File: config.mk
export PLATFORM = sky130hd
export DESIGN_NAME = fir_deconv_flat
export DESIGN_NICKNAME = d
export VERILOG_FILES = /design/src/rtl/fir_pkg.sv /design/src/rtl/fir_deconv_if.sv /design/src/rtl/fir_sat.sv /design/src/rtl/fir_deconv.sv /design/src/flat_wrapper.sv
export SDC_FILE = /design/constraint.sdc
export NUM_CORES = 1
export LEC_CHECK = 0
export CAP_MARGIN = 15
export CORE_MARGIN = 1.5
export CORE_UTILIZATION = 60
export CTS_CLUSTER_SIZE = 25
export DETAILED_ROUTE_END_ITERATION = 10
export MAX_ROUTING_LAYER = met4
export PLACE_DENSITY = 0.88
export SLEW_MARGIN = 25
export SYNTH_ARGS = -nofsm -noshare
export SYNTH_HDL_FRONTEND = slang
export SYNTH_SLANG_ARGS = --single-unit
File: constraint.sdc
create_clock -name clk -period 7.7 [get_ports clk]
set_input_delay 1.155 -clock clk [delete_from_list [all_inputs] [get_ports clk]]
set_output_delay 1.155 -clock clk [all_outputs]
set_load 0.05 [all_outputs]
File: src/rtl/fir_pkg.sv
// Shared definitions for the FIR / deconvolution path.
// Holds the default coefficients, data widths, the deconvolver FSM state type
// and the saturating clamp used wherever an accumulator is narrowed to a sample.
package fir_pkg;

  localparam int X_W   = 8;   // recovered-sample width (signed)
  localparam int Y_W   = 16;  // filtered-sample width (signed)
  localparam int ACC_W = 20;  // accumulator width (signed)

  localparam logic signed [7:0] H1_DEF = 8'sd2;
  localparam logic signed [7:0] H2_DEF = 8'sd3;
  localparam logic signed [7:0] H3_DEF = 8'sd4;

  localparam logic signed [ACC_W-1:0] SAT_HI = ACC_W'(127);
  localparam logic signed [ACC_W-1:0] SAT_LO = ACC_W'(-128);

  typedef enum logic [2:0] {
    StIdle,
    StMac1,
    StMac2,
    StMac3,
    StDone
  } state_e;

  typedef struct packed {
    logic signed [X_W-1:0] val;
    logic                  clip;
  } sat_t;

  // Clamp an accumulator value to the signed 8-bit range and flag clipping.
  function automatic sat_t sat8(input logic signed [ACC_W-1:0] r);
    sat_t s;
    if (r > SAT_HI) begin
      s.val  = 8'sd127;
      s.clip = 1'b1;
    end else if (r < SAT_LO) begin
      s.val  = -8'sd128;
      s.clip = 1'b1;
    end else begin
      s.val  = r[X_W-1:0];
      s.clip = 1'b0;
    end
    return s;
  endfunction

endpackage

File: src/rtl/fir_deconv_if.sv
// Stream bundle for fir_deconv: filtered samples in, recovered samples out.
//   y_in/in_valid/in_ready       : input handshake (filtered sample)
//   x_out/sat/out_valid/out_ready: output handshake (recovered sample + clip flag)
// Modport slave is the block's view; master is the surrounding environment.
interface fir_deconv_if;
  import fir_pkg::*;

  logic signed [Y_W-1:0] y_in;
  logic                  in_valid;
  logic                  in_ready;
  logic signed [X_W-1:0] x_out;
  logic                  sat;
  logic                  out_valid;
  logic                  out_ready;

  modport slave (
    input  y_in, in_valid, out_ready,
    output in_ready, x_out, sat, out_valid
  );

  modport master (
    output y_in, in_valid, out_ready,
    input  in_ready, x_out, sat, out_valid
  );

endinterface

File: src/rtl/fir_sat.sv
// Saturating clamp from accumulator width to signed 8-bit sample.
// Kept as its own block so the FIR output rounding stage can share it.
//   r    : accumulator value (signed, ACC_W)
//   x    : clamped sample (signed, X_W)
//   clip : r was outside [-128, 127]
module fir_sat
  import fir_pkg::*;
(
  input  logic signed [ACC_W-1:0] r,
  output logic signed [X_W-1:0]   x,
  output logic                    clip
);

  sat_t s;

  assign s    = sat8(r);
  assign x    = s.val;
  assign clip = s.clip;

endmodule

File: src/rtl/fir_deconv.sv
// Inverse filter for the 4-tap FIR path (h0 = 1):
//   x[n] = y[n] - H1*x[n-1] - H2*x[n-2] - H3*x[n-3]
// One shared 8x8 multiplier walks the three taps under FSM control, one sample
// per four cycles. History stores the saturated outputs.
//   clk   : rising-edge clock
//   reset : asynchronous active-low reset
//   clr   : synchronous clear (abort, zero history), below reset in priority
//   bus   : slave side of the stream bundle (y_in in, x_out/sat out)
module fir_deconv
  import fir_pkg::*;
#(
  parameter logic signed [7:0] H1 = H1_DEF,
  parameter logic signed [7:0] H2 = H2_DEF,
  parameter logic signed [7:0] H3 = H3_DEF
) (
  input logic         clk,
  input logic         reset,
  input logic         clr,
  fir_deconv_if.slave bus
);

  state_e                  state_q, state_d;
  logic signed [ACC_W-1:0] acc_q, acc_d;
  logic signed [X_W-1:0]   x1_q, x1_d, x2_q, x2_d, x3_q, x3_d;
  logic signed [X_W-1:0]   x_out_q, x_out_d;
  logic                    sat_q, sat_d;
  logic                    out_valid_q, out_valid_d;

  logic signed [7:0]       coef;
  logic signed [X_W-1:0]   tap;
  logic signed [15:0]      prod;
  logic signed [ACC_W-1:0] diff;
  logic signed [ACC_W-1:0] y_ext;
  logic signed [X_W-1:0]   r_sat;
  logic                    r_clip;
  logic                    accept;

  // Coefficient and history tap for the single multiplier, selected by state.
  always_comb begin
    coef = '0;
    tap  = '0;
    case (state_q)
      StMac1: begin
        coef = H1;
        tap  = x1_q;
      end
      StMac2: begin
        coef = H2;
        tap  = x2_q;
      end
      StMac3: begin
        coef = H3;
        tap  = x3_q;
      end
      default: ;
    endcase
  end

  assign prod  = coef * tap;
  assign diff  = acc_q - ACC_W'(prod);
  assign y_ext = ACC_W'(bus.y_in);

  fir_sat u_sat (
    .r    (diff),
    .x    (r_sat),
    .clip (r_clip)
  );

  assign bus.in_ready = (state_q == StIdle) || ((state_q == StDone) && bus.out_ready);
  // clr blocks acceptance even though in_ready may read 1.
  assign accept       = bus.in_valid && bus.in_ready && !clr;

  always_comb begin
    state_d     = state_q;
    acc_d       = acc_q;
    x1_d        = x1_q;
    x2_d        = x2_q;
    x3_d        = x3_q;
    x_out_d     = x_out_q;
    sat_d       = sat_q;
    out_valid_d = out_valid_q;

    if (clr) begin
      state_d     = StIdle;
      acc_d       = '0;
      x1_d        = '0;
      x2_d        = '0;
      x3_d        = '0;
      sat_d       = 1'b0;
      out_valid_d = 1'b0;
    end else begin
      case (state_q)
        StIdle: begin
          if (accept) begin
            acc_d   = y_ext;
            state_d = StMac1;
          end
        end
        StMac1: begin
          acc_d   = diff;
          state_d = StMac2;
        end
        StMac2: begin
          acc_d   = diff;
          state_d = StMac3;
        end
        StMac3: begin
          x_out_d     = r_sat;
          sat_d       = r_clip;
          x3_d        = x2_q;
          x2_d        = x1_q;
          x1_d        = r_sat;
          out_valid_d = 1'b1;
          state_d     = StDone;
        end
        StDone: begin
          if (bus.out_ready) begin
            out_valid_d = 1'b0;
            if (accept) begin
              acc_d   = y_ext;
              state_d = StMac1;
            end else begin
              state_d = StIdle;
            end
          end
        end
        default: state_d = StIdle;
      endcase
    end
  end

  always_ff @(posedge clk or negedge reset) begin
    if (!reset) begin
      state_q     <= StIdle;
      acc_q       <= '0;
      x1_q        <= '0;
      x2_q        <= '0;
      x3_q        <= '0;
      x_out_q     <= '0;
      sat_q       <= 1'b0;
      out_valid_q <= 1'b0;
    end else begin
      state_q     <= state_d;
      acc_q       <= acc_d;
      x1_q        <= x1_d;
      x2_q        <= x2_d;
      x3_q        <= x3_d;
      x_out_q     <= x_out_d;
      sat_q       <= sat_d;
      out_valid_q <= out_valid_d;
    end
  end

  assign bus.x_out     = x_out_q;
  assign bus.sat       = sat_q;
  assign bus.out_valid = out_valid_q;

endmodule

File: src/flat_wrapper.sv
// flat-port wrapper written by rule: the top's interface ports become plain ports
module fir_deconv_flat import fir_pkg::*;
#(
  parameter logic signed [7:0] H1 = H1_DEF,
  parameter logic signed [7:0] H2 = H2_DEF,
  parameter logic signed [7:0] H3 = H3_DEF
)
  (clk, reset, clr, bus_y_in, bus_in_valid, bus_out_ready, bus_in_ready, bus_x_out, bus_sat, bus_out_valid);
  fir_deconv_if bus_i ();
  input logic clk;
  input logic reset;
  input logic clr;
  input wire logic [$bits(bus_i.y_in)-1:0] bus_y_in;
  input wire logic [$bits(bus_i.in_valid)-1:0] bus_in_valid;
  input wire logic [$bits(bus_i.out_ready)-1:0] bus_out_ready;
  output wire logic [$bits(bus_i.in_ready)-1:0] bus_in_ready;
  output wire logic [$bits(bus_i.x_out)-1:0] bus_x_out;
  output wire logic [$bits(bus_i.sat)-1:0] bus_sat;
  output wire logic [$bits(bus_i.out_valid)-1:0] bus_out_valid;
  assign bus_i.y_in = bus_y_in;
  assign bus_i.in_valid = bus_in_valid;
  assign bus_i.out_ready = bus_out_ready;
  assign bus_in_ready = bus_i.in_ready;
  assign bus_x_out = bus_i.x_out;
  assign bus_sat = bus_i.sat;
  assign bus_out_valid = bus_i.out_valid;
  fir_deconv #(.H1(H1), .H2(H2), .H3(H3)) u_core (.clk(clk), .reset(reset), .clr(clr), .bus(bus_i));
endmodule
==> qor.yml <==
status:
  status: "completed"
yosys:
  synthesis.nets: 691
  ys_types: 57
  synth_ff_type: "dfrtp_1"
  synth.ff_latch_count: 57
  syn_inst: 597
  avgSynthCellArea_um2: 8.76
  synth_edf_count: 0
  yosysWarnings: 0
  syn_area_um2: 5230
  ys_async_sr_fraction_pct: 100
  synth-seq-area-share_pct: 27.3
setup_path:
  reg2reg_slack_ns: 1.14
  critical_path_class: "reg -> reg"
  crit_path_start_kind: "register"
  crit_path_max_fanout: 17
  arrival_ns: 6.73
  crit_required_ns: 7.87
  cp-end-kind: "register"
die:
  initial_utilization_pct: 62.7
  die_y_um: 96.4
  coreArea_um2: 8340
  rows: 33
  ios: 32
  die_w_um: 96.4
  die-area_um2: 9290
layout:
  final_cells: 720
  insertedDiodeCount: 0
  drive_above_1_share_pct: 6.50
  nets: 705
  syn_to_final_growth_pct: 9.95
  n_fill_cell: 642
  design_area_um2: 5750
timing:
  timing.fmax_mhz: 152
  worst_pin_slew_ns: 0.999
  fin_crit_sh_pct: 85.2
  relSlewSlack_pct: 33.2
  worst_clock_skew_ns: 0.00498
  period_minus_slack_ns: 6.56
  setup-violations-final: 0
  drv_slew: 0
  hold_ws_ns: 0.506
  hold_viol: 0
  fin_setup_tns_ns: 0
  rsz0062_at_grt: "no"
clocking:
  cts_repair_resize_count: 0
  postCtsHoldBufs: 0
  numCtsBuffers: 9
  root_buffer: "clkbuf_8"
  htree_levels: 3
  cts_tree: "done"
  clk_latency_ns: 0.34
  clk_path_buf_depth: 2
  post_cts_buffers: 0
  clk_pin_slew_ns: 0.06
  cts_sinks: 57
grt:
  grt_max_degree: 58
  grt_pass1_vias: 4391
  antenna_found_initial: 0
  grt_overflow: 0
  grt_pass1_wl_um: 21600
  grt.total_usage_pct: 32.3
placement:
  dp.cells: 705
  postPlaceCellArea_um2: 5560
  place.port_buffers: 31
  hpwl_um: 10200
  gp_congestion: 0.987
pwr:
  leakagePower_nw: 2.64
  power.density_nw_per_um2: 254
  fin_total_pwr_mw: 1.46
  ir_drop_v: 0.000261
routing:
  routedWlPerCell_um: 18.6
  ant_nets: 0
  drc: 0
  firstDrtPassIters: 5
  viasPerCell: 6.25
  drt_first_iter_violations: 333
  drt-total-wl_um: 13400
  vias: 4499
job:
  maxCapViolations: 0
hold_path:
  hold_class: "reg -> reg"
## final cells by class
class	instances	area, µm²	area share [%]
Timing Repair Buffer	36	343	5.96
Multi-Input combinational cell	433	3380	58.7
Clock buffer	12	155	2.70
Tap cell	105	131	2.28
Sequential cell	57	1430	24.8
Clock inverter	3	40.0	0.696
Inverter	74	278	4.83
## logic make-up after synthesis
group	Yosys count	synth area share, %
DFF	57	27.3
and+or+nand+nor	180	16.1
buffers and inverters	107	8.16
adders and majority gates	73	22.3
AOI/OAI and AO/OA	144	19.2
xor gates and xnor gates	18	3.28
muxes	18	3.66
## Yosys cell counts (all sizes together) (2+ instances only)
library cell / n / area share (%)
a2111oi: 2 / 0.33
a211oi: 32 / 4.9
a21o: 5 / 0.72
a21oi: 42 / 4.0
a221o: 2 / 0.38
a22oi: 7 / 1.0
and2: 10 / 1.2
and3: 5 / 0.60
buf: 10 / 1.2
clkbuf: 23 / 1.7
dfrtp: 57 / 27
fa: 34 / 13
ha: 39 / 9.3
inv: 74 / 5.3
mux2: 6 / 1.4
mux2i: 12 / 2.3
nand2: 83 / 6.0
nand2b: 3 / 0.36
nand3: 5 / 0.48
nand3b: 2 / 0.29
nand4: 6 / 0.72
nor2: 33 / 2.4
nor2b: 4 / 0.48
nor3: 9 / 0.86
o2111ai: 4 / 0.67
o211ai: 15 / 2.2
o21a: 3 / 0.43
o21ai: 17 / 1.6
o21bai: 3 / 0.43
o311ai: 4 / 1.0
or2: 6 / 0.72
or3: 7 / 0.84
xnor2: 11 / 1.8
xor2: 6 / 1.0
## routing by layer
layer,GRT usage [%],part of all wire (%),wire [µm]
met2,51.1,48,6450
met3,7.51,7.3,973
met4,9.78,2.1,286
met1,41.7,42,5690
met5,-,0,0
## worst paths after layout
path / cells after the start / endpoint / from
max: 16 / u_core.bus.sat$_DFFE_PN0P_ / u_core.state_q[2]$_DFFE_PN0P_
min: 2 / u_core.bus.x_out[7]$_DFFE_PN0P_ / u_core.bus.x_out[7]$_DFFE_PN0P_
max reg2reg: 16 / u_core.bus.sat$_DFFE_PN0P_ / u_core.state_q[2]$_DFFE_PN0P_
min reg2reg: 2 / u_core.bus.x_out[7]$_DFFE_PN0P_ / u_core.bus.x_out[7]$_DFFE_PN0P_
max in group asynchronous: 2 / u_core.acc_q[18]$_DFFE_PN0P_ / reset
min in group asynchronous: 2 / u_core.bus.x_out[1]$_DFFE_PN0P_ / reset
## flip-flops by register name, summed over array words and instances (netlist names)
register and count:
u_core.x3_q 8, u_core.x2_q 8, u_core.state_q 3, u_core.bus.x_out 8, u_core.bus.out_valid 1, u_core.acc_q 20
u_core.bus.sat 1, u_core.x1_q 8
## per-stage QoR
step | util (%) | worst slack [ns]
finish | 69.0 | 1.14
global route | 69.0 | 0.763
CTS | 69.0 | 1.26
detailed placement | 66.6 | 1.33
global placement | 66.6 | 1.60
floorplan | - | 2.31
## cell usage in the layout (no fill, tap or decap), drive strengths merged, types with 2 or more instances in the layout
master          n
a21oi          42
mux2i          12
clkbuf         12
xor2            6
or2             6
a21o            5
or3             7
buf             6
o211ai         15
nor3            9
clkdlybuf4s50  30
o21ai          17
nand4           6
a211oi         32
o311ai          4
inv            74
nand2b          3
a22oi           7
nor2           33
ha             39
a221o           2
nand3           5
nand3b          2
o21bai          3
clkinv          2
nand2          83
xnor2          11
o2111ai         4
o21a            3
fa             34
and3            5
nor2b           4
dfrtp          57
mux2            6
and2           10
a2111oi         2
## worst max-delay path, cell delays in order, from the launching register on
cell	delay (ns)
dfrtp_1	0.54
nor3b_1	0.74
nand2_1	0.62
inv_1	0.29
fa_1	0.47
ha_1	0.32
fa_1	0.55
inv_1	0.04
ha_1	0.39
a21o_1	0.23
a31o_2	0.26
and3_1	0.22
o311ai_0	0.37
a21oi_1	0.15
xor2_1	0.24
o311ai_4	0.69
o311ai_0	0.26
## power breakdown
part	total (mW)	switching (mW)	internal (mW)
Combinational	0.799	0.517	0.282
Sequential	0.380	0.0364	0.344
Clock	0.282	0.118	0.164
(Power assumes the default switching activity.)
